### src/rtl/apb_master.sv
// APB requester: runs one SETUP/ACCESS transfer per local command
// and returns a single-cycle response with read data or a timeout flag.
module apb_master #(
  parameter int ADDR_WIDTH = 8,
  parameter int DATA_WIDTH = 8,
  parameter int TIMEOUT    = 16,
  parameter int CNT_WIDTH  = 8
) (
  input  logic                  PCLK,
  input  logic                  PRESET,
  input  logic                  cmd_valid,
  output logic                  cmd_ready,
  input  logic                  cmd_write,
  input  logic [ADDR_WIDTH-1:0] cmd_addr,
  input  logic [DATA_WIDTH-1:0] cmd_wdata,
  output logic                  rsp_valid,
  output logic [DATA_WIDTH-1:0] rsp_rdata,
  output logic                  rsp_err,
  output logic                  PSEL,
  output logic                  PENABLE,
  output logic                  PWRITE,
  output logic [ADDR_WIDTH-1:0] PADDR,
  output logic [DATA_WIDTH-1:0] PWDATA,
  input  logic [DATA_WIDTH-1:0] PRDATA,
  input  logic                  PREADY
);

  typedef enum logic [1:0] {
    IDLE,
    SETUP,
    ACCESS
  } state_t;

  localparam int TO_LAST_I = (TIMEOUT > 0) ? TIMEOUT - 1 : 0;
  localparam logic [CNT_WIDTH-1:0] TO_LAST = CNT_WIDTH'(TO_LAST_I);
  localparam bit TO_EN = (TIMEOUT != 0);

  state_t               state;
  logic [CNT_WIDTH-1:0] cnt;
  logic                 timeout_hit;

  // Held low while in reset so nothing is offered as accepted.
  assign cmd_ready   = (state == IDLE) && PRESET;
  // Last allowed wait cycle: a PREADY=0 edge here aborts the transfer.
  assign timeout_hit = TO_EN && (cnt == TO_LAST);

  // Transfer sequencer with all bus and response outputs registered.
  always_ff @(posedge PCLK) begin
    if (!PRESET) begin
      state     <= IDLE;
      cnt       <= '0;
      PSEL      <= 1'b0;
      PENABLE   <= 1'b0;
      PWRITE    <= 1'b0;
      PADDR     <= '0;
      PWDATA    <= '0;
      rsp_valid <= 1'b0;
      rsp_err   <= 1'b0;
      rsp_rdata <= '0;
    end else begin
      rsp_valid <= 1'b0;
      rsp_err   <= 1'b0;
      unique case (state)
        IDLE: begin
          if (cmd_valid && cmd_ready) begin
            PWRITE <= cmd_write;
            PADDR  <= cmd_addr;
            PWDATA <= cmd_wdata;
            PSEL   <= 1'b1;
            state  <= SETUP;
          end
        end
        SETUP: begin
          PENABLE <= 1'b1;
          cnt     <= '0;
          state   <= ACCESS;
        end
        ACCESS: begin
          if (PREADY) begin
            rsp_valid <= 1'b1;
            rsp_err   <= 1'b0;
            rsp_rdata <= PWRITE ? '0 : PRDATA;
            PSEL      <= 1'b0;
            PENABLE   <= 1'b0;
            state     <= IDLE;
          end else if (timeout_hit) begin
            rsp_valid <= 1'b1;
            rsp_err   <= 1'b1;
            rsp_rdata <= '0;
            PSEL      <= 1'b0;
            PENABLE   <= 1'b0;
            state     <= IDLE;
          end else begin
            cnt <= cnt + 1'b1;
          end
        end
        default: begin
          PSEL    <= 1'b0;
          PENABLE <= 1'b0;
          state   <= IDLE;
        end
      endcase
    end
  end

endmodule

### config.mk
export PLATFORM = sky130hd
export DESIGN_NAME = apb_master
export DESIGN_NICKNAME = d
export VERILOG_FILES = /design/src/rtl/apb_master.sv
export SDC_FILE = /design/constraint.sdc
export NUM_CORES = 1
export LEC_CHECK = 0
export CAP_MARGIN = 20
export CORE_UTILIZATION = 30
export CTS_CLUSTER_DIAMETER = 120
export DETAILED_ROUTE_END_ITERATION = 10
export PLACE_DENSITY = 0.61
export SYNTH_ARGS = -nofsm -noshare
export SYNTH_HDL_FRONTEND = slang
export SYNTH_SLANG_ARGS = --single-unit
### constraint.sdc
create_clock -name PCLK -period 2.05 [get_ports PCLK]
set_input_delay 0.205 -clock PCLK [delete_from_list [all_inputs] [get_ports PCLK]]
set_output_delay 0.205 -clock PCLK [all_outputs]
set_load 0.005 [all_outputs]
==> results of run 1 <==
logic make-up (layout without fill, tap and decap cells):
kind of cell    after synthesis  after routing
compound gates               45             45
xor+xnor                      1              1
fa+ha+maj                     1              1
buf+inv                      12             78
flops                        39             39
simple gates                 74             74
critical path: cells and delay by family, from the launching register on:
kind,cells,cell delay [ps]
buffers and inverters,2,690
DFF,1,310
and+or+nand+nor,2,290
worst paths after layout:
kind	from	endpoint	slack, ps
setup / recovery	state[1]	cmd_ready	270
hold / removal	PWDATA[5]	PWDATA[5]	470
setup reg to reg	cnt[0]	cnt[5]	340
hold reg to reg	PWDATA[5]	PWDATA[5]	470
through the flow:
step | instance area (um2) | setup WS, ps
after floorplan | 1580 | 446
after global placement | 2270 | 391
after detailed placement | 2270 | 374
after CTS | 2350 | 258
after global routing | 2350 | 192
final | 2350 | 266
Yosys cell counts (all sizes together) (2+ instances only):
library cell / count
inv: 4
and3: 4
dfxtp: 39
nor3: 2
o31ai: 2
nand2: 43
nand4: 3
or3: 2
nand3: 2
a21oi: 7
nor3b: 2
nor2b: 3
or4: 2
nor2: 6
nor4: 2
a21boi: 18
o21ai: 3
buf: 3
clkbuf: 4
a22o: 8
final cells by class:
class / instances / area [um2] / area share, %
clock buffer: 7 / 76.3 / 3.25
timing repair buffer: 65 / 633 / 27.0
inverter: 5 / 18.8 / 0.799
tap: 70 / 87.6 / 3.73
sequential: 39 / 781 / 33.2
clock inverter: 1 / 5.00 / 0.213
multi-input combinational: 121 / 747 / 31.8
flip-flops by register name, indices dropped and copies added, names as in the netlist:
signal / cells
PENABLE: 1
cnt: 8
PWDATA: 8
rsp_rdata: 8
PSEL: 1
PWRITE: 1
state: 2
rsp_err: 1
PADDR: 8
rsp_valid: 1
power by group through the flow:
| stage | Combinational (mW) | Clock [mW] | Sequential (mW) |
|---|---|---|---|
| after floorplan | 0.0702 | 0 | 0.816 |
| after global placement | 0.199 | 0 | 0.817 |
| after global routing | 0.215 | 0.550 | 0.802 |
| after detailed placement | 0.199 | 0 | 0.816 |
| after CTS | 0.200 | 0.517 | 0.799 |
| final | 0.197 | 0.491 | 0.799 |
routing by layer:
| metal | track usage, % | vias to the layer above | share of wire [%] |
|---|---|---|---|
| li1 | - | 731 | - |
| met1 | 16.2 | 621 | 48 |
| met4 | 6.92 | 0 | 1.8 |
| met5 | 0 | - | 0 |
| met3 | 4.47 | 6 | 7.5 |
| met2 | 20.9 | 52 | 43 |
==> flow_metrics.py, run 1 <==
metrics = {
    "run_status": {
        "status": "finished, final reports clean",
    },
    "drt": {
        "ant_nets": 0,
        "number_of_search_and_repair_iterations_in_the_first_detailed_routing_pass": 5,
        "detail_route.wirelength_um": 3540,
        "detail_route.vias_per_cell": 4.58,
        "drc_violation_total_after_the_first_tritonroute_iteration": 73,
        "drt-wirelength-per-cell_um": 11.5,
        "detail_route.drc_violations": 0,
        "vias": 1410,
    },
    "power": {
        "power.internal_mw": 1.14,
        "cellPowerDensity_nw_per_um2": 633,
        "post-layout-total-power_mw": 1.49,
        "seq_power_share_pct": 53.7,
        "combPwrFrac_pct": 13.2,
        "net-switching-power_mw": 0.342,
        "sw_frac_of_total_pct": 23.0,
        "p_leak_nw": 0.847,
        "clkPwrFrac_pct": 33.0,
        "worst_ir_drop_vdd_uv": 327,
    },
    "clock_network": {
        "cts.clk_slew.worst_paths_ps": 70,
        "ctsLongestPathBuffers": 2,
        "numCtsBuffers": 5,
        "htree_num_levels": 2,
        "post_cts_hold_buffer_count": 0,
        "clock_sink_count": 39,
        "cts.root.buffer_cell": "clkbuf_8",
        "post_cts.repair.setup_buffers": 0,
        "worstSkewPairLatency_ps": 280,
        "cts_tree": "done",
        "cts_resized": 0,
    },
    "global_route": {
        "antenna_found_initial": 0,
        "global_route_wire_length_before_repair_um": 5530,
        "grt_max_degree": 18,
        "track_usage_pct": 13.3,
        "grt.overflow.total": 0,
        "number_of_global_route_vias_before_repair": 1252,
    },
    "layout": {
        "insertedDiodeCount": 0,
        "num-nets-final": 267,
        "drive_gt1_share_pct": 9.66,
        "area_delta_synth_final_pct": 48.7,
        "final-instance-count-excl-fill": 308,
        "finalCoreUtilization_pct": 46.3,
        "layout_commonest_cell": "clkdlybuf4s50_1",
        "layout.cells.most_common_list": "clkdlybuf4s50_1 (58), nand2_1 (43), dfxtp_1 (39)",
        "n_fill_cell": 522,
    },
    "sta": {
        "tightest_slew_ps": 527,
        "hold_ws_ps": 466,
        "fin_crit_ps": 1780,
        "clock-skew-final_ps": 4.97,
        "fmax_ghz": 0.560,
        "sum_of_negative_setup_slack_ps": 0,
        "max_slew_margin_pct": 64.5,
        "grt_setup_unrepaired": "no",
        "layout_worst_path_cycle_share_pct": 87.0,
        "timing.final.max_slew_violations": 0,
        "report.final.hold_viol_count": 0,
        "finalSetupViolations": 0,
    },
    "synthesis": {
        "synth.cell_area_um2": 1580,
        "synth_top_area_cell": "dfxtp_1",
        "synth_seq_area_share_pct": 49.4,
        "synthesized_area_fraction_occupied_by_adder_cells_pct": 0.792,
        "complex_gate_fraction_of_the_synthesized_area_pct": 21.8,
        "synth.area.mux_share_pct": 0,
        "syn-instance-count": 172,
        "netlist-cell-type-count": 40,
        "synth-xor-area-share_pct": 0.555,
        "synth.area.top_cells": "dfxtp_1 (49%), nand2_1 (10%), a21boi_0 (8.1%)",
        "yosys.area.top_type_share_pct": 49.4,
        "ys_seq_elements": 39,
        "synth_ff_type": "dfxtp_1",
        "async_reset_ff_share_pct": 0,
        "synth_simple_gate_area_share_pct": 24.2,
        "main_combinational_cell_family_by_area_after_synthesis": "simple AND/OR/NAND/NOR gates",
        "synth_warnings": 0,
        "synth_edf_count": 0,
        "mappedNetlistNets": 202,
        "postSynthAreaPerCell_um2": 9.18,
    },
    "place": {
        "post-dp-hpwl_um": 2590,
        "place.port_buffers": 58,
        "dp.cells": 300,
        "gp_congestion": 0.781,
    },
    "die": {
        "die_footprint_um2": 5560,
        "dieWidth_um": 74.6,
        "pin_count": 59,
        "initial_core_util_pct": 31.1,
        "core.rowCount": 26,
        "die-height_um": 74.6,
        "fp.coreArea_um2": 5070,
    },
    "setup_path": {
        "rr_worst_depth": 5,
        "critPathSlowestCell": "clkdlybuf4s50_1",
        "critPathMaxStageDelay_ps": 530,
        "worstPathRequired_ps": 1850,
        "critical_path.cell_chain": "buf_4 > nor2_1 > and2_1 > clkdlybuf4s50_1",
        "startpoint_type": "register",
        "worst_setup_path_end_kind": "output port",
        "critical_path_peak_fanout": 11,
        "critPathKind": "register to output port",
        "timing.critical_path.arrival_ps": 1580,
    },
    "hold_path": {
        "hold_path_depth": 2,
        "hold_path.class": "register to register",
    },
    "flow_run": {
        "max_cap_viol_count": 0,
    },
}
(Power assumes the default switching activity.)
==> inputs of run 2 (changes only) <==
--- a/config.mk
+++ b/config.mk
@@ -8,6 +8,7 @@
 export CAP_MARGIN = 20
 export CORE_UTILIZATION = 30
 export CTS_CLUSTER_DIAMETER = 120
+export CTS_CLUSTER_SIZE = 40
 export DETAILED_ROUTE_END_ITERATION = 10
 export PLACE_DENSITY = 0.61
 export SYNTH_ARGS = -nofsm -noshare
==> results of run 2 <==
The final DEF is identical to that of run 1; final timing and power are the same.
